File: src/rtl/cmp_pkg.sv
// Shared types and constants for the comparator stimulus checker.
//  - state_e      : checker FSM states
//  - LFSR_TAPS    : maximal-length right-shift Galois masks, indexed by LFSR width 4..16
//  - exp_flags()  : reference {gt,lt,eq} for an operand pair (operands zero-extended to 8 bits)
package cmp_pkg;

  typedef enum logic [2:0] {
    ST_IDLE  = 3'd0,
    ST_DRIVE = 3'd1,
    ST_WAIT  = 3'd2,
    ST_CHECK = 3'd3,
    ST_DONE  = 3'd4
  } state_e;

  localparam int unsigned MAX_OP_W = 8;
  localparam int unsigned CNT_W    = 8;

  // Mask bit (t-1) set for every feedback tap t of a primitive polynomial.
  localparam logic [15:0] LFSR_TAPS [4:16] = '{
    16'h000C, 16'h0014, 16'h0030, 16'h0060, 16'h00B8, 16'h0110, 16'h0240,
    16'h0500, 16'h0829, 16'h100D, 16'h2015, 16'h6000, 16'hD008
  };

  function automatic logic [2:0] exp_flags(input logic [MAX_OP_W-1:0] a,
                                           input logic [MAX_OP_W-1:0] b);
    return {a > b, a < b, a == b};
  endfunction

endpackage

File: src/rtl/cmp_lfsr.sv
// 2*WIDTH-bit Galois LFSR operand source.
//  clk, rst_n : clock, synchronous active-low reset (reset value = seed)
//  load_i     : reload seed (priority over step_i)
//  step_i     : advance one state
//  value_o    : current LFSR state
module cmp_lfsr
  import cmp_pkg::*;
#(
  parameter int unsigned WIDTH = 4,
  parameter logic [15:0] SEED  = 16'h00A5
) (
  input  logic                 clk,
  input  logic                 rst_n,
  input  logic                 load_i,
  input  logic                 step_i,
  output logic [2*WIDTH-1:0]   value_o
);

  localparam int unsigned L = 2 * WIDTH;
  localparam logic [L-1:0] TAPS     = LFSR_TAPS[L][L-1:0];
  localparam logic [L-1:0] SEED_RAW = SEED[L-1:0];
  // An all-zero state would lock up the LFSR.
  localparam logic [L-1:0] SEED_L   = (SEED_RAW == '0) ? L'(1) : SEED_RAW;

  logic [L-1:0] value_q, value_d;

  always_comb begin
    value_d = value_q;
    if (load_i) begin
      value_d = SEED_L;
    end else if (step_i) begin
      value_d = (value_q >> 1) ^ (value_q[0] ? TAPS : '0);
    end
  end

  always_ff @(posedge clk) begin
    if (!rst_n) value_q <= SEED_L;
    else        value_q <= value_d;
  end

  assign value_o = value_q;

endmodule

File: config.mk
export PLATFORM = sky130hd
export DESIGN_NAME = cmp_lfsr
export DESIGN_NICKNAME = d
export VERILOG_FILES = /design/src/rtl/cmp_pkg.sv /design/src/rtl/cmp_lfsr.sv
export SDC_FILE = /design/constraint.sdc
export NUM_CORES = 1
export LEC_CHECK = 0
export BUFFER_PORTS_ARGS = -buffer_cell sky130_fd_sc_hd__buf_2
export CAP_MARGIN = 15
export CORE_AREA = 8 8 45 47
export DETAILED_ROUTE_END_ITERATION = 7
export DIE_AREA = 0 0 53 55
export GPL_TIMING_DRIVEN = 0
export PLACE_DENSITY = 0.51
export SETUP_SLACK_MARGIN = 0.5
export SYNTH_ARGS = -nofsm -noshare
export SYNTH_HDL_FRONTEND = slang
export SYNTH_SLANG_ARGS = --single-unit
File: constraint.sdc
create_clock -name clk -period 2.75 [get_ports clk]
set_clock_uncertainty 0.1 [all_clocks]
set_input_delay 0 -clock clk [delete_from_list [all_inputs] [get_ports clk]]
set_output_delay 0 -clock clk [all_outputs]
set_load 0.01 [all_outputs]
Yosys cells after proc, flatten, opt, wreduce, memory -nomap -nowiden
Index checks and enable logic that the tools add are counted.

Bitwise gates (word level): 2. Mux-type cells: 1. Reductions and logical operators: 1.

Operator list (count): two-way mux 8 bit (1); XOR 7 x 8 -> 8 bit (1); OR reduction 2 bit (1); inverter 1 bit (1).

Output and inout bits: 8. Input bits: 4. Bits in registers: 8. Word-level logic and storage cells: 5.

Logic depth before layout (Yosys ltp)
Depth after elaboration: 2. Mapped depth: 3. Depth with buffers taken out: 2.

Worst setup path before layout
Ideal clock, no wire load.

Path kind: register to register. From: reg value_q[0], in the netlist value_o[0]. To: reg value_q[4], in the netlist value_o[4]. Library setup time: 0.086 ns. Data arrival time: 0.801 ns. Cell stages (with the launch flop): 4. Period minus slack after synthesis: 0.987 ns. Path buffers: 1. Slack: 1.763 ns. Cell sequence: dfxtp_1 -> clkbuf_2 -> xnor2_1 -> a211oi_1.

Word-level cells in the longest chain between the ends: 2.

Ends and longest elaborated chain: start, declared (RTL line cmp_lfsr.sv:25) `logic [L-1:0] value_q, value_d;`; start signal, assigned (RTL line cmp_lfsr.sv:38) `else value_q <= value_d;`; two-way mux 8 bit (RTL line cmp_lfsr.sv:32) `value_d = (value_q >> 1) ^ (value_q[0] ? TAPS : '0);`; XOR 7 x 8 -> 8 bit (RTL line cmp_lfsr.sv:32).

No other way between the ends. A chain may end at the register's enable or synchronous reset.

==> impl_metrics.tcl <==
set metrics [dict create \
    drive_gt1_share_pct 34.0 \
    ant_nets 0 \
    status "finished clean" \
    dr.first_iter.drc_count 4 \
    numCtsBuffers 3 \
    ys_types 12 \
    yosysSeqAreaShare_pct 50.4 \
    routed_wl_um 710 \
    gp_congestion 0.651 \
    final_nets 53 \
    rr_worst_depth 3 \
    drt_pass1_iterations 3 \
    synth_top_area_cell "dfxtp_1" \
    worstHoldPathCells 3 \
    endpoint_kind "flop" \
    synth.most_common_cell "dfxtp_1" \
    hp-start "rst_n" \
    tns_ns 0 \
    rows 14 \
    max_stage_delay_ns 0.53 \
    clk_pin_slew_ns 0.06 \
    synth_commonest_cells "dfxtp_1 (8), mux2i_1 (5), nor2_1 (4)" \
    largest_reg_flops 8 \
    dp.final_hpwl_um 514 \
    cts_sinks 8 \
    wl_per_cell_um 11.3 \
    final_area_um2 435 \
    die_y_um 55 \
    initial_utilization_pct 23.0 \
    grt_pass1_wl_mm 1.08 \
    power_per_cell_area_nw_per_um2 558 \
    max_freq_ghz 0.952 \
    postCtsSetupBuffers 0 \
    port_buffers 11 \
    io_pins 12 \
    synth_seq_cells 8 \
    grt_overflow 0 \
    grt_max_degree 11 \
    crit_type "primary input to flop" \
    syn2layout_area_growth_pct 37.0 \
    crit_required_ns 2.78 \
    ctsLongestPathBuffers 2 \
    cts-htree-levels 1 \
    n_antenna_cell 0 \
    cp_cell_sequence "dlygate4sd3_1 > buf_2 > buf_4 > mux2i_1 > nand2_1" \
    grt_usage_pct 5.32 \
    rsz0062_at_grt "no" \
    cp_max_fo 10 \
    clock_latency_ns 0.25 \
    rrSetupSlack_ns 1.77 \
    slowest_stage "dlygate4sd3_1" \
    core_area_um2 1380 \
    synth_top_area_share_pct 50.4 \
    cts_tree "done" \
    syn_area_per_cell_um2 10.3 \
    setup_viol 0 \
    final.min_clock_period_ns 1.05 \
    worstReg2RegStart "value_o[0]$_SDFFE_PP1P_" \
    ys_top_cells_by_area "dfxtp_1 (50%), mux2i_1 (16%), xnor2_1 (8.3%)" \
    drc 0 \
    start_kind "primary input" \
    syn_nets 35 \
    relSlewSlack_pct 80.6 \
    worstMarginPinSlew_ns 0.290 \
    leakage_uw 0.000195 \
    viasPerCell 4.14 \
    finalHoldViolations 0 \
    yosysWarnings 0 \
    syn_inst 31 \
    finalMaxSlewViolations 0 \
    dieWidth_um 53 \
    r2r-end "value_o[4]$_SDFFE_PP0P_" \
    synth_area_um2 318 \
    dieArea_um2 2920 \
    arrival_ns 1.08 \
    grt_pass1_vias 243 \
    post-route-period-util_pct 38.2 \
    place_area_um2 393 \
    clockRootBuffer "clkbuf_4" \
    antenna_found_initial 0 \
    synth_edf_count 0 \
    hold_end "value_o[3]$_SDFFE_PP0P_" \
    ir_drop_mv 0.365 \
    hold_path_class "primary input to flop" \
    synth_ff_type "dfxtp_1" \
    max-cap-violations 0 \
    via_count 261 \
    synthArstFlopShare_pct 0 \
]
power breakdown:
| group | switching, uW | internal, uW |
|---|---|---|
| sequential | 3.39 | 121 |
| clock | 37.7 | 49.8 |
| combinational | 15.2 | 16.0 |
| total | 56.3 | 187 |
layout by cell type, fill, tap and decap left out:
master,synthesis,layout
buf_2,0,11
dfxtp_1,8,8
mux2i_1,5,5
nor2_1,4,4
nand2_1,3,3
xnor2_1,3,3
clkbuf_4,0,3
a211oi_1,2,2
dlygate4sd3_1,0,2
nand2b_1,1,1
buf_4,1,1
nor2b_1,1,1
clkbuf_2,1,1
nor4b_1,1,1
a31oi_1,1,1
stage by stage:
stage | hold WS (ns) | worst slack, ns | util, % | cells | power [uW]
after floorplan | 0.0259 | 1.76 | - | 31 | 146
after global placement | 0.172 | 1.77 | 28.4 | 58 | 156
after detailed placement | 0.175 | 1.76 | 28.4 | 58 | 156
after CTS | 0.00863 | 1.72 | 31.5 | 63 | 248
after global routing | 0.0254 | 1.66 | 31.5 | 63 | 257
final | 0.00487 | 1.70 | 31.5 | 63 | 243
worst max-delay path: cells and delay by family:
kind / cells / cell delay [ns]
buffers and inverters: 3 / 0.82
multiplexers: 1 / 0.21
AND/OR/NAND/NOR: 1 / 0.06
kinds of logic (layout without fill, tap and decap cells):
| group | after synthesis | after routing | share of synthesized area, % |
|---|---|---|---|
| AO/OA/AOI/OAI | 3 | 3 | 6.69 |
| multiplexers | 5 | 5 | 15.7 |
| AND/OR/NAND/NOR | 10 | 10 | 15.0 |
| flip-flops | 8 | 8 | 50.4 |
| XOR/XNOR | 3 | 3 | 8.27 |
| buffers and inverters | 2 | 18 | 3.94 |
how the worst max path moves through the flow:
| stage | from | end | cells past startpoint |
|---|---|---|---|
| global route | step_i | value_o[2]$_SDFFE_PP1P_ | 5 |
| floorplan | value_o[0]$_SDFFE_PP1P_ | value_o[4]$_SDFFE_PP0P_ | 3 |
| global placement | value_o[0]$_SDFFE_PP1P_ | value_o[3]$_SDFFE_PP0P_ | 3 |
| detailed placement | value_o[0]$_SDFFE_PP1P_ | value_o[4]$_SDFFE_PP0P_ | 3 |
| CTS | step_i | value_o[2]$_SDFFE_PP1P_ | 5 |
| finish | step_i | value_o[2]$_SDFFE_PP1P_ | 5 |
layout make-up:
class / count / area, um^2
multi-input cells: 21 / 145
clock buffers: 3 / 22.5
flip-flops and latches: 8 / 160
fillers: 158 / 948
well taps: 16 / 20.0
repair buffers: 13 / 75.1
plain buffers: 2 / 12.5
what timing repair did:
action,4_1_cts,5_1_grt
hold buffers,2,0
resized for setup,0,0
hold endpoints to repair,4,0
endpoints found under the setup margin,0,0
routing by layer:
metal / GRT usage [%] / up-vias / wire [um]
met2: 8.01 / 6 / 354
met1: 5.06 / 117 / 281
met4: 1.29 / 0 / 0
met5: 0 / - / 0
li1: - / 138 / -
met3: 5.35 / 0 / 75
No activity file was read; power rests on OpenSTA's default activity.
